<file path="config.mk">
export PLATFORM = sky130hd
export DESIGN_NAME = hex_out_port
export DESIGN_NICKNAME = d
export VERILOG_FILES = /design/src/rtl/hex_out_pkg.sv /design/src/rtl/hex_seg_decoder.sv /design/src/rtl/hex_out_port.sv
export SDC_FILE = /design/constraint.sdc
export NUM_CORES = 1
export LEC_CHECK = 0
export ABC_AREA = 1
export CAP_MARGIN = 0
export CORE_MARGIN = 5
export CORE_UTILIZATION = 45
export DETAILED_ROUTE_END_ITERATION = 16
export MAX_ROUTING_LAYER = met4
export PLACE_DENSITY = 0.65
export SYNTH_ARGS = -nofsm -noshare
export SYNTH_HDL_FRONTEND = slang
export SYNTH_HIERARCHICAL = 1
export SYNTH_SLANG_ARGS = --single-unit
</file>
<file path="constraint.sdc">
create_clock -name clk -period 3.6 [get_ports clk]
set_input_delay 0.72 -clock clk [delete_from_list [all_inputs] [get_ports clk]]
set_output_delay 0.72 -clock clk [all_outputs]
set_load 0.03 [all_outputs]
</file>
<file path="src/rtl/hex_out_pkg.sv">
// Shared constants and types for the seven-segment I/O-port responder.
// Register offsets are relative to the port window base.
package hex_out_pkg;

  localparam logic [2:0] OFS_DIG0  = 3'd0;
  localparam logic [2:0] OFS_DIG1  = 3'd1;
  localparam logic [2:0] OFS_DIG2  = 3'd2;
  localparam logic [2:0] OFS_DIG3  = 3'd3;
  localparam logic [2:0] OFS_BLANK = 3'd4;
  localparam logic [2:0] OFS_BLINK = 3'd5;

  localparam logic [6:0] SEG_BLANK = 7'h7F;

  typedef enum logic {
    IDLE = 1'b0,
    RESP = 1'b1
  } state_t;

endpackage

</file>
<file path="src/rtl/hex_seg_decoder.sv">
// Nibble to active-low seven-segment glyph (bit 6 = g, bit 0 = a).
// Letters b and d are lowercase so they stay distinct from 8 and 0.
module hex_seg_decoder (
  input  logic [3:0] i_nib,
  output logic [6:0] o_seg
);

  always_comb begin
    o_seg = 7'h7F;
    unique case (i_nib)
      4'h0: o_seg = 7'h40;
      4'h1: o_seg = 7'h79;
      4'h2: o_seg = 7'h24;
      4'h3: o_seg = 7'h30;
      4'h4: o_seg = 7'h19;
      4'h5: o_seg = 7'h12;
      4'h6: o_seg = 7'h02;
      4'h7: o_seg = 7'h78;
      4'h8: o_seg = 7'h00;
      4'h9: o_seg = 7'h10;
      4'hA: o_seg = 7'h08;
      4'hB: o_seg = 7'h03;
      4'hC: o_seg = 7'h46;
      4'hD: o_seg = 7'h21;
      4'hE: o_seg = 7'h06;
      4'hF: o_seg = 7'h0E;
    endcase
  end

endmodule

</file>
<file path="src/rtl/hex_out_port.sv">
// 8080 port-mapped responder driving eight seven-segment digits.
// Every port cycle completes with a single-cycle ready pulse.
module hex_out_port
  import hex_out_pkg::*;
#(
  parameter logic [7:0] BASE_PORT = 8'h10,
  parameter int         BLINK_W   = 24
) (
  input  logic       clk,
  input  logic       reset,
  input  logic [7:0] io_addr,
  input  logic [7:0] io_wdata,
  input  logic       io_wr,
  input  logic       io_rd,
  output logic [7:0] io_rdata,
  output logic       io_ready,
  output logic [6:0] hex0,
  output logic [6:0] hex1,
  output logic [6:0] hex2,
  output logic [6:0] hex3,
  output logic [6:0] hex4,
  output logic [6:0] hex5,
  output logic [6:0] hex6,
  output logic [6:0] hex7
);

  state_t             r_state;
  state_t             w_next;
  logic [7:0]         r_dig [4];
  logic [7:0]         r_blank;
  logic [7:0]         r_blink;
  logic [7:0]         r_rdata;
  logic [BLINK_W-1:0] r_cnt;

  logic [7:0] w_ofs;
  logic       w_hit;
  logic       w_wr_en;
  logic       w_rd_en;
  logic [7:0] w_rd_val;
  logic [7:0] w_dark;
  logic [6:0] w_seg [8];
  logic [6:0] w_hex [8];

  // Offset wraps for addresses below the base; the >= guard rejects them.
  assign w_ofs = io_addr - BASE_PORT;
  assign w_hit = (io_addr >= BASE_PORT) && (w_ofs < 8'd6);

  always_comb begin
    w_next  = r_state;
    w_wr_en = 1'b0;
    w_rd_en = 1'b0;
    unique case (r_state)
      IDLE: begin
        if (io_wr) begin
          w_wr_en = 1'b1;
          w_next  = RESP;
        end else if (io_rd) begin
          w_rd_en = 1'b1;
          w_next  = RESP;
        end
      end
      RESP: w_next = IDLE;
    endcase
  end

  always_comb begin
    w_rd_val = 8'hFF;
    if (w_hit) begin
      unique case (w_ofs[2:0])
        OFS_DIG0:  w_rd_val = r_dig[0];
        OFS_DIG1:  w_rd_val = r_dig[1];
        OFS_DIG2:  w_rd_val = r_dig[2];
        OFS_DIG3:  w_rd_val = r_dig[3];
        OFS_BLANK: w_rd_val = r_blank;
        OFS_BLINK: w_rd_val = r_blink;
        default:   w_rd_val = 8'hFF;
      endcase
    end
  end

  always_ff @(posedge clk) begin
    if (reset) begin
      r_state <= IDLE;
      r_dig   <= '{default: 8'h00};
      r_blank <= 8'hFF;
      r_blink <= 8'h00;
      r_rdata <= 8'h00;
      r_cnt   <= '0;
    end else begin
      r_state <= w_next;
      r_cnt   <= r_cnt + 1'b1;
      if (w_rd_en) r_rdata <= w_rd_val;
      if (w_wr_en && w_hit) begin
        unique case (w_ofs[2:0])
          OFS_DIG0:  r_dig[0] <= io_wdata;
          OFS_DIG1:  r_dig[1] <= io_wdata;
          OFS_DIG2:  r_dig[2] <= io_wdata;
          OFS_DIG3:  r_dig[3] <= io_wdata;
          OFS_BLANK: r_blank  <= io_wdata;
          OFS_BLINK: r_blink  <= io_wdata;
          default: ;
        endcase
      end
    end
  end

  assign io_ready = (r_state == RESP);
  assign io_rdata = r_rdata;
  assign w_dark   = r_blank | (r_blink & {8{r_cnt[BLINK_W-1]}});

  for (genvar i = 0; i < 8; i++) begin : g_dig
    hex_seg_decoder u_dec (
      .i_nib (r_dig[i/2][4*(i%2) +: 4]),
      .o_seg (w_seg[i])
    );
    assign w_hex[i] = w_dark[i] ? SEG_BLANK : w_seg[i];
  end

  assign hex0 = w_hex[0];
  assign hex1 = w_hex[1];
  assign hex2 = w_hex[2];
  assign hex3 = w_hex[3];
  assign hex4 = w_hex[4];
  assign hex5 = w_hex[5];
  assign hex6 = w_hex[6];
  assign hex7 = w_hex[7];

endmodule

</file>
* Word-level counts from Yosys, hierarchy flattened
Memories as Yosys holds them, arrays and structs flattened. A register that Yosys moved wholly into a read port is not among the register bits.
Cells that the tools add are included.
** Cells by class
- Add/sub/neg operators :: 2
- Eq/ne operators :: 5
- Reductions and logical operators :: 9
- Multiplexer cells :: 33
- Bitwise operators :: 3
- Order comparisons :: 2
** Operators with widths (number)
- 4-bit 2-to-1 mux :: 16
- 7-bit 2-to-1 mux :: 8
- 8-bit case mux with 6 select lines :: 1
- 24-bit by 1-bit adder with 24-bit output, second input constant :: 1
- 2-bit AND reduction :: 6
- 8-bit AND :: 1
- 8-bit by 5-bit >= comparator with 1-bit output, second input constant :: 1
- 8-bit by 3-bit < comparator with 1-bit output, second input constant :: 1
- 8-bit 2-to-1 mux :: 1
- 8-bit OR :: 1
- 8-bit by 5-bit subtractor with 8-bit output, second input constant :: 1
- 3-bit by 2-bit == test with 1-bit output, second input constant :: 2
- 3-bit == test, second input constant :: 2
- 1-bit 2-to-1 mux :: 6
- 3-bit by 1-bit == test with 1-bit output, second input constant :: 1
- 3-bit logical NOT :: 1
- 1-bit logical AND :: 2
- 1-bit case mux with 2 select lines :: 1
- 1-bit inverter :: 1
** Storage, ports and cells
- Input port bits :: 20
- Memories kept :: 8
- Bits in registers :: 81
- ROM bits :: 896
- Output and inout port bits :: 65
- Logic and storage cells :: 71
** Memory list
- (name not given) :: depth 16, width 7, rd ports 1, clocked after memory_dff 1, write ports 0, RTL line hex_seg_decoder.sv:10 : unique case (i_nib)
- (name not given) :: depth 16, width 7, rd ports 1, clocked after memory_dff 1, write ports 0, RTL line hex_seg_decoder.sv:10
- (name not given) :: depth 16, width 7, rd ports 1, clocked after memory_dff 1, write ports 0, RTL line hex_seg_decoder.sv:10
- (name not given) :: depth 16, width 7, rd ports 1, clocked after memory_dff 1, write ports 0, RTL line hex_seg_decoder.sv:10
- (name not given) :: depth 16, width 7, rd ports 1, clocked after memory_dff 1, write ports 0, RTL line hex_seg_decoder.sv:10
- (name not given) :: depth 16, width 7, rd ports 1, clocked after memory_dff 1, write ports 0, RTL line hex_seg_decoder.sv:10
- +2 memories

* Longest topological paths before layout
Gate-level depths: netlist of run 1.
- Word-level depth :: 7
- Depth in mapped cells :: 10
- Mapped depth without buffers :: 9

* Hierarchy
Netlist of run 1, hierarchy kept.
** By module, submodules not included
- hex_out_port :: times used 1, cells each 698, area an instance 4301.6 um^2, sequential area each 1621.6 um^2
- hex_seg_decoder :: times used 8, cells each 49, area an instance 274.0 um^2, sequential area each 0.0 um^2

* Worst setup path before layout of run 1
No wires, ideal clock.
- Path type :: reg2out
- Start point :: register r_dig[24] (netlist name)
- End point :: output hex0[3]
- Arrival :: 1256 ps
- Required time :: 2880 ps
- Setup slack :: 1624 ps
- Buffers on the path :: 0
- Stages on the path, launching flop included :: 8
- Path through :: dfxtp_1 inv_1 ha_1 nand2_1 nand3_1 nand2_1 inv_1 nand2_1
** RTL lines
- end, declared :: RTL line hex_out_port.sv:17 : output logic [6:0] hex0,

==> results of run 1 <==
==> Yosys cell counts, drive strengths merged <==
master / n
a21oi: 36
a31oi: 1
and2: 1
buf: 31
clkbuf: 5
dfxtp: 81
ha: 57
inv: 156
nand2: 420
nand3: 91
nand3b: 2
nand4: 19
nor2: 134
nor3: 7
o211ai: 8
o21a: 1
o21ai: 39
or2: 1
==> report_power, final <==
part / leakage (µW) / switching [µW] / internal, µW
clock: 0.000153 / 358 / 622
sequential: 0.000655 / 8.92 / 907
combinational: 0.00266 / 93.6 / 54.7
total: 0.00347 / 461 / 1580
==> placed cells by master, fill, tap and decap left out, types with 12 or more instances in the layout <==
master           instances
inv_2                   12
a21oi_1                 36
clkdlybuf4s50_1         84
nand3_1                 90
nor2_1                 123
o21ai_0                 22
dfxtp_1                 81
inv_1                  144
nand2_1                419
nand4_1                 19
ha_1                    57
==> worst max path at each step <==
stage                          start         to  slack [ns]  cells past startpoint
after global placement    io_addr[2]  r_dig[13]        0.82                      9
after global routing        r_dig[5]    hex7[3]        0.40                      8
after floorplan            r_dig[24]    hex0[3]        1.62                      7
after detailed placement  io_addr[2]  r_dig[12]        0.77                      9
after CTS                  r_dig[24]    hex0[3]        0.56                      8
final                      r_dig[24]    hex0[3]        0.58                      8
==> through the flow <==
step	instance area, µm²	hold slack [ns]	cells	worst slack, ns	total power (µW)
2_1_floorplan	6490	0.430	1090	1.62	1020
3_3_place_gp	7340	0.450	1327	0.821	1080
3_5_place_dp	7340	0.455	1327	0.772	1080
4_1_cts	7650	0.467	1342	0.559	2060
5_1_grt	7650	0.506	1342	0.399	2120
6_report	7650	0.468	1342	0.579	2040
==> worst register-to-register path: cells and delay by family, from the launching register on <==
| kind | cells | cell delay, ns |
|---|---|---|
| simple gates | 6 | 1.28 |
| flops | 1 | 0.34 |
==> layout make-up <==
cell class	instances	area (µm²)	area share
Timing Repair Buffer	89	878	0.115
Clock buffer	12	246	0.0322
Multi-Input combinational cell	817	4020	0.526
Sequential cell	81	1620	0.212
Inverter	156	586	0.0766
Tap cell	184	230	0.0301
Clock inverter	3	65.1	0.00851
==> layer usage <==
| layer | up-vias | GRT usage | routed length, µm |
|---|---|---|---|
| li1 | 3495 | - | - |
| met2 | 129 | 0.307 | 7150 |
| met3 | 14 | 0.0372 | 805 |
| met5 | - | - | 0 |
| met4 | 0 | 0.0440 | 209 |
| met1 | 2811 | 0.269 | 7660 |
==> cells by family (layout without fill, tap and decap cells) <==
group	Yosys count	after routing	synth area share
AOI/OAI and AO/OA	85	85	0.0738
and+or+nand+nor	675	675	0.435
adders and majority gates	57	57	0.110
buffers and inverters	192	260	0.131
DFF	81	81	0.250
==> registers in the layout, indices dropped and copies added, names as in the netlist <==
| register | count |
|---|---|
| r_dig | 32 |
| r_cnt | 24 |
| io_rdata | 8 |
| r_blank | 8 |
| r_blink | 8 |
| io_ready | 1 |
==> metrics, run 1 <==
status=completed; CTS buffer count=9; Setup TNS=0 ns; P per Cell Area=267 nW/µm²; final hold violations=0; CP delay by family, top=buffers and inverters; initial antenna violation count=0; Avg Vias per Cell=4.81; DRT Pass-1 Iters=5; CTS tree=built; mean post-synth cell area=5.96 µm²; number of global-route vias before repair=5677; synthesized instance count=1090; share of layout cells above drive strength 1=0.0475; Clock Latency Late Sink=roughly 0.34 ns; Synth area leader=dfxtp_1; postcts setup bufs=0; Crit Reg-Reg Endpoint=r_dig[12]; WP data required=2.88 ns; CP max-delay cell=clkdlybuf4s50_1; Core Util, Final=0.532; Synth cell types=29; Reg2Reg Setup Slack=1.90 ns; total vias in the final route=6449; Finish-stage setup viols=0; nets@finish=1231; register area share after synthesis=0.250; Slew Limit Fails=0; fin crit period=3.02 ns; # DRC=0; crit end category=primary output; period utilization=0.839; largest net degree at the start of global routing=35; #FFs+latches synth=between 80 and 90; crit-path max FO=7; Initial DRC Count=363; global route overflow=0; R2R cell count=6; Critical Path Start Type=flop; WL final=15.8 mm; Hold Path Class=reg -> reg; Rows=44; syn_nets=1167; port buffer count=84; WHS Path Cells=2; die width=around 130 µm; Post-CTS Hold Buffers=0; Synth-to-Final Area Change=17.8%; H-Tree Depth=3; CTS root buffer=clkbuf_16; Initial Utilization=0.452; hold path startpoint=r_cnt[20]; most used cell, CP=nand2_1; Slew HR=0.574; measured slew at the worst slew-check pin=about 0.64 ns; Max Cap Violations=0; Die ar.=16900 µm²; Endpoint, Worst Hold=r_cnt[20]; Syn. warnings=6; HPWL after detailed placement=12.1 mm; Worst Skew=0.00524 ns; first-pass GRT wire length=27.0 mm; Antenna Cells=0; fill cell count=~1500; unrepaired setup endpoints after global routing=false; reg-to-reg startpoint=io_ready; Syn Std Cell Area=6490 µm²; Synth top area share=0.250; post-cts sizing count=0; Peak Freq=0.331 GHz; Worst Path Arrival=2.30 ns; per-cell routed wire length=roughly 12 µm; number of routed nets with antenna violations=0; Max clock buf depth=2; WS Path Type=reg -> out; Static Leakage=roughly 0.0035 µW; CTS sink cnt=81; CP max stage delay=0.67 ns; core area=14400 µm²; I/O Pins=85; die height=130 µm; Worst Path Buf+Inv=3; worst path cell trace=inv_1 -> ha_1 -> nand2_1 -> nand3_1 -> nand2_1 -> inv_1 -> nand2_1 -> clkdlybuf4s50_1; gr usage total=0.198; Synth area leaders=dfxtp_1 25%, nand2_1 24%, ha_1 11%; worst vdd ir=between 200 and 250 µV; Worst-path clk slew=~0.060 ns; routability congestion estimate from global placement=0.851
No activity file was read; power rests on OpenSTA's default activity.
==> inputs of run 2 (changes only) <==
--- a/config.mk
+++ b/config.mk
@@ -11,7 +11,7 @@
 export CORE_UTILIZATION = 45
 export DETAILED_ROUTE_END_ITERATION = 16
 export MAX_ROUTING_LAYER = met4
-export PLACE_DENSITY = 0.65
+export PLACE_DENSITY = 0.68
 export SYNTH_ARGS = -nofsm -noshare
 export SYNTH_HDL_FRONTEND = slang
 export SYNTH_HIERARCHICAL = 1
==> constraint.sdc (replaced) <==
create_clock -name clk -period 2.5 [get_ports clk]
set_input_delay 0.5 -clock clk [delete_from_list [all_inputs] [get_ports clk]]
set_output_delay 0.5 -clock clk [all_outputs]
set_load 0.03 [all_outputs]
==> run 2 against run 1 <==
Cell count rose by 1.8%. Sequential share of layout area fell by 0.28 points. Global-route usage rose by 0.14 points. Clock skew rose by 0.0046 ns. Power rose by 44%. Critical path depth fell by 1. Non-clock buffer count rose by 23. Wire length rose by 1.9%. Worst setup slack got worse by 0.45 ns. Utilization rose by 1.0 points.
==> metrics, run 2 (synthesis gave the netlist of run 1 again) <==
Initial DRC Count=329 (-9.4%); hold path startpoint=r_cnt[20]; Antenna Cells=0 (unchanged); Peak Freq=between 0.4 and 0.5 GHz; share of layout cells above drive strength 1=0.0880 (+0.0405); internal power=2270 µW (+43%); Initial Utilization=0.452 (unchanged); Hold Path Class=reg -> reg; per-cell routed wire length=11.8 µm (about the same); hold slack=0.470 ns (+0.00182 ns); status=completed; Max clock buf depth=2 (unchanged); Avg Vias per Cell=4.76 (-1.0%); total vias in the final route=6498 (+0.76%); # DRC=0 (unchanged); Rows=44 (unchanged); Biggest register=r_dig; Core Util, Final=0.543 (+0.0104); Max Cap Violations=0 (unchanged); Synth-to-Final Area Change=20.1%; Final Instance Area=7800 µm² (+1.9%); GR Util met3=0.0303 (-0.00696); P per Cell Area=376 nW/µm² (+41%); final hold violations=0 (unchanged); number of global-route vias before repair=5832 (+2.7%); period utilization=0.949; crit-path max FO=7 (unchanged); Finish-stage setup viols=0 (unchanged); gr usage total=0.199 (+0.00137); CTS tree=built; Cell Area, Placed=7520 µm² (+2.5%); postcts setup bufs=0 (unchanged); Worst Skew=0.00984 ns (+0.00460 ns); WHS Path Cells=2 (unchanged); met2 Usage GRT=0.324 (+0.0169); WS Path Type=reg -> out; measured slew at the worst slew-check pin=0.591 ns (-0.0492 ns); WP data required=2.00 ns (-0.88 ns); I/O Pins=85 (unchanged); WL final=16.1 mm (+1.9%); routability congestion estimate from global placement=0.875 (+2.9%); Slew Limit Fails=0 (unchanged); CTS sink cnt=81 (unchanged); Worst Path Arrival=1.87 ns (-0.43 ns); clock network fraction of total power=0.473 (-0.006); first-pass GRT wire length=27.3 mm (+1.0%); overall power=2940 µW (+44%); HPWL after detailed placement=12.4 mm (+2.3%); die height=130 µm (unchanged); H-Tree Depth=3 (unchanged); global route overflow=0 (unchanged); Die ar.=16900 µm² (unchanged); met1 GRT Util=0.265 (-0.00396); dpl ws=0.113 ns (-0.659 ns); sw frac=0.227 (+0.00214); unrepaired setup endpoints after global routing=false; number of routed nets with antenna violations=0 (unchanged); Reg power frac=0.449 (about the same); nets@finish=1254 (+1.9%); Slew HR=0.606 (+0.0322); die width=130 µm (unchanged); port buffer count=84 (unchanged); reg-to-reg startpoint=r_cnt[0]; R2R cell count=8 (+2); Clock Latency Late Sink=0.33 ns (about the same); Largest register FFs=32 (unchanged); Static Leakage=0.00351 µW (+1.3%); Net Sw Power=668 µW (+45%); Worst-path clk slew=0.06 ns (about the same); combinational fraction of design power=0.078 (+0.005); fin crit period=2.37 ns; crit path from=r_dig[0]; commonest non-fill, non-tap cells in the layout=419 x nand2_1, 144 x inv_1, 123 x nor2_1, 90 x nand3_1, 73 x dfxtp_1; worst vdd ir=263 µV (+16%); worst setup margin=0.127 ns (-0.451 ns); most common cell after layout, fill and taps aside=nand2_1; crit end category=primary output; DRT Pass-1 Iters=4 (-1); Critical Path Start Type=flop; CTS root buffer=clkbuf_16; Regs by FF count=r_dig x32, r_cnt x24; core area=14400 µm² (unchanged); CTS buffer count=9 (unchanged); initial antenna violation count=0 (unchanged); GR peak layer=met2; largest net degree at the start of global routing=65 (+86%)
-- run 2: cell type report --
cell class,count,area (µm²)
Timing Repair Buffer,112,993
Fill cell,1487,6570
Clock inverter,5,80.1
Tap cell,184,230
Inverter,156,586
Clock buffer,11,233
Multi-Input combinational cell,817,4040
Sequential cell,81,1630
-- run 2: worst paths after layout --
kind	endpoint	slack (ns)
hold reg to reg	r_cnt[20]	0.47
setup / recovery	hex6[1]	0.13
hold / removal	r_cnt[20]	0.47
setup reg to reg	r_cnt[14]	0.83
-- run 2: power groups by stage --
stage          logic, µW  clock network, µW  registers, µW
6_report             229               1390           1320
5_1_grt              249               1470           1320
4_1_cts              230               1410           1320
3_5_place_dp         230                  0           1350
3_3_place_gp         227                  0           1350
2_1_floorplan        111                  0           1360
-- run 2: repair_timing --
| action | in CTS | in global routing |
|---|---|---|
| pin swaps | 0 | 0 |
| hold buffers | 0 | 0 |
| setup endpoints to repair | 56 | 42 |
| gates resized for setup | 48 | 50 |
-- run 2: routing by layer --
layer / wire (µm) / vias up
met5: 0 / -
met4: 105 / 0
met3: 828 / 8
met2: 7370 / 134
met1: 7820 / 2831
li1: - / 3525
-- run 2: per-stage QoR --
| stage | TNS (ns) | cells |
|---|---|---|
| finish | 0 | 1366 |
| global route | 0 | 1366 |
| CTS | -1.37 | 1366 |
| detailed placement | 0 | 1350 |
| global placement | 0 | 1350 |
| floorplan | 0 | 1090 |
-- run 2: worst max-delay path, cell delays in order, from the launching register on --
cell and delay [ns]:
dfxtp_1 0.45, inv_1 0.15, ha_1 0.33, nand3_1 0.07, nand2_1 0.07, inv_1 0.03
nand2_1 0.04, dlygate4sd2_1 0.40
==> inputs of run 3 (changes only) <==
--- a/config.mk
+++ b/config.mk
@@ -6,12 +6,12 @@
 export NUM_CORES = 1
 export LEC_CHECK = 0
 export ABC_AREA = 1
-export CAP_MARGIN = 0
+export CAP_MARGIN = 10
 export CORE_MARGIN = 5
 export CORE_UTILIZATION = 45
 export DETAILED_ROUTE_END_ITERATION = 16
 export MAX_ROUTING_LAYER = met4
-export PLACE_DENSITY = 0.68
+export PLACE_DENSITY = 0.74
 export SYNTH_ARGS = -nofsm -noshare
 export SYNTH_HDL_FRONTEND = slang
 export SYNTH_HIERARCHICAL = 1
==> run 3 against run 2 <==
The run now ends with setup timing left. Worst hold slack worse by 0.0066 ns. Combinational power about the same. Cell area up 0.27%. Critical path type unchanged.
==> metrics, run 3 (synthesis gave the netlist of run 1 again) <==
status=complete, but fails checks; violated checks=setup timing; gr usage total=0.197 (-0.00253); most common cell after layout, fill and taps aside=nand2_1; Peak Freq=0.387 GHz (-8.2%); WL final=16.0 mm (-0.95%); fill cell count=1445 (-2.8%); Max Cap Violations=0 (unchanged); Final Instance Area=7820 µm² (+0.27%); WHS Path Cells=1 (-1); core area=14400 µm² (unchanged); R2R cell count=8 (unchanged); Regs by FF count=r_dig x32, r_cnt x24; worst path cell trace=a21oi_1 -> nand2_1 -> clkdlybuf4s50_1; HPWL after detailed placement=12.2 mm (-0.92%); CTS sink cnt=81 (unchanged); P per Cell Area=367 nW/µm² (-2.5%); Slew HR=0.598 (-0.00809); Cell Area, Placed=7560 µm² (+0.50%); Worst Path Buf+Inv=1 (-2); reg-to-reg startpoint=r_cnt[0]; overall power=2870 µW (-2.2%); routability congestion estimate from global placement=0.894 (+2.1%); CTS tree=built; CP max stage delay=0.62 ns (+0.17 ns); H-Tree Depth=3 (unchanged); postcts setup bufs=0 (unchanged); hold path startpoint=r_cnt[0]; Clock Latency Late Sink=0.33 ns (about the same); nets@finish=1259 (+0.40%); initial antenna violation count=0 (unchanged); Post-CTS Hold Buffers=0 (unchanged); Initial Utilization=0.452 (unchanged); crit end category=primary output; Avg Vias per Cell=4.88 (+2.6%); Antenna Cells=0 (unchanged); largest net degree at the start of global routing=28 (-57%); Worst-path clk slew=0.05 ns (about the same); WP data required=2.00 ns (about the same); total vias in the final route=6684 (+2.9%); Static Leakage=0.00353 µW (+0.48%); worst setup margin=-0.0855 ns (-0.213 ns); area of the multi-input gates=4030 µm² (-0.28%); commonest non-fill, non-tap cells in the layout=419 x nand2_1, 144 x inv_1, 123 x nor2_1, 90 x nand3_1, 76 x dfxtp_1; Biggest register=r_dig; share of layout cells above drive strength 1=0.0827 (-0.00529); crit-path max FO=10 (+3); port buffer count=84 (unchanged); Critical Path Start Type=flop; final hold violations=0 (unchanged); Rows=44 (unchanged); Worst path depth=3 (-4); measured slew at the worst slew-check pin=0.604 ns (+0.0129 ns); Finish-stage setup viols=3 (+3); die height=130 µm (unchanged); I/O Pins=85 (unchanged); die width=130 µm (unchanged); Worst Path Arrival=2.09 ns (+0.22 ns); period utilization=1.03 (+0.0851); WS Path Type=reg -> out; number of global-route vias before repair=5856 (+0.41%); fin crit period=2.59 ns (+0.213 ns); CP max-delay cell=clkdlybuf4s50_1; CP delay by family, top=buffers and inverters; Max clock buf depth=2 (unchanged); Largest register FFs=32 (unchanged); global route overflow=0 (unchanged); # DRC=0 (unchanged); Synth-to-Final Area Change=20.4%; CTS root buffer=clkbuf_16; Initial DRC Count=382 (+16%); Slew Limit Fails=0 (unchanged); per-cell routed wire length=11.7 µm (-1.2%); number of routed nets with antenna violations=0 (unchanged); Worst Skew=0.00642 ns (-0.00342 ns); DRT Pass-1 Iters=5 (+1); hold slack=0.463 ns (-0.00663 ns); unrepaired setup endpoints after global routing=true; Setup TNS=-0.233 ns (-0.233 ns); Hold Path Class=reg -> reg; worst vdd ir=295 µV (+12%); first-pass GRT wire length=26.9 mm (-1.2%); CTS buffer count=9 (unchanged); crit path from=r_cnt[23]; sequential cell area=1630 µm² (-0.23%); Die ar.=16900 µm² (unchanged)
-- run 3: changes by cell type in the layout (fill, tap and decap cells not counted), sizes merged --
| cell | previous run | this run |
|---|---|---|
| dlygate4sd2 | 30 | 35 |
| clkdlybuf4s15 | 6 | 1 |
| clkinvlp | 2 | 0 |
| buf | 28 | 33 |
| clkbuf | 22 | 19 |
| dlymetal6s2s | 9 | 10 |
| bufinv | 2 | 1 |
| clkdlybuf4s50 | 28 | 31 |
-- run 3: power by group --
group | switching (µW) | internal (µW)
logic | 142 | 89.2
registers | 11.2 | 1310
clock network | 502 | 819
-- run 3: metrics by stage --
| step | worst slack (ns) | util | cells |
|---|---|---|---|
| after global routing | -0.203 | 0.544 | 1369 |
| final | -0.0855 | 0.544 | 1369 |
| after global placement | 0.153 | 0.526 | 1355 |
| after CTS | -0.160 | 0.543 | 1369 |
| after floorplan | 0.744 | - | 1090 |
| after detailed placement | 0.111 | 0.526 | 1355 |
-- run 3: area by class of cell --
| type | instances | share of cell area |
|---|---|---|
| Clock buffer | 12 | 0.0328 |
| Inverter | 156 | 0.0749 |
| Sequential cell | 81 | 0.208 |
| Multi-Input combinational cell | 817 | 0.516 |
| Timing Repair Buffer | 117 | 0.134 |
| Clock inverter | 2 | 0.00496 |
| Tap cell | 184 | 0.0294 |
-- run 3: timing repair --
item                       in CTS  in global routing
resized for setup              44                 32
hold endpoints to repair        0                  0
setup endpoints to repair      56                 39
-- run 3: metal layers --
metal	global-route usage	wire length, µm
met1	0.265	7430
met2	0.310	7180
met5	-	0
met3	0.0291	1070
met4	0.0526	293
-- run 3: path summary, 6_finish.rpt --
path | slack (ns) | end
max | -0.09 | hex6[4]
min | 0.46 | r_cnt[0]
max reg2reg | 0.81 | r_cnt[14]
min reg2reg | 0.46 | r_cnt[0]
-- run 3: worst register-to-register path, delay by kind of cell, from the launching register on --
family	cells	cell delay, ns
AND/OR/NAND/NOR	6	0.88
flip-flops	1	0.37
adder cells (fa/ha/maj)	1	0.18
AO/OA/AOI/OAI	1	0.15
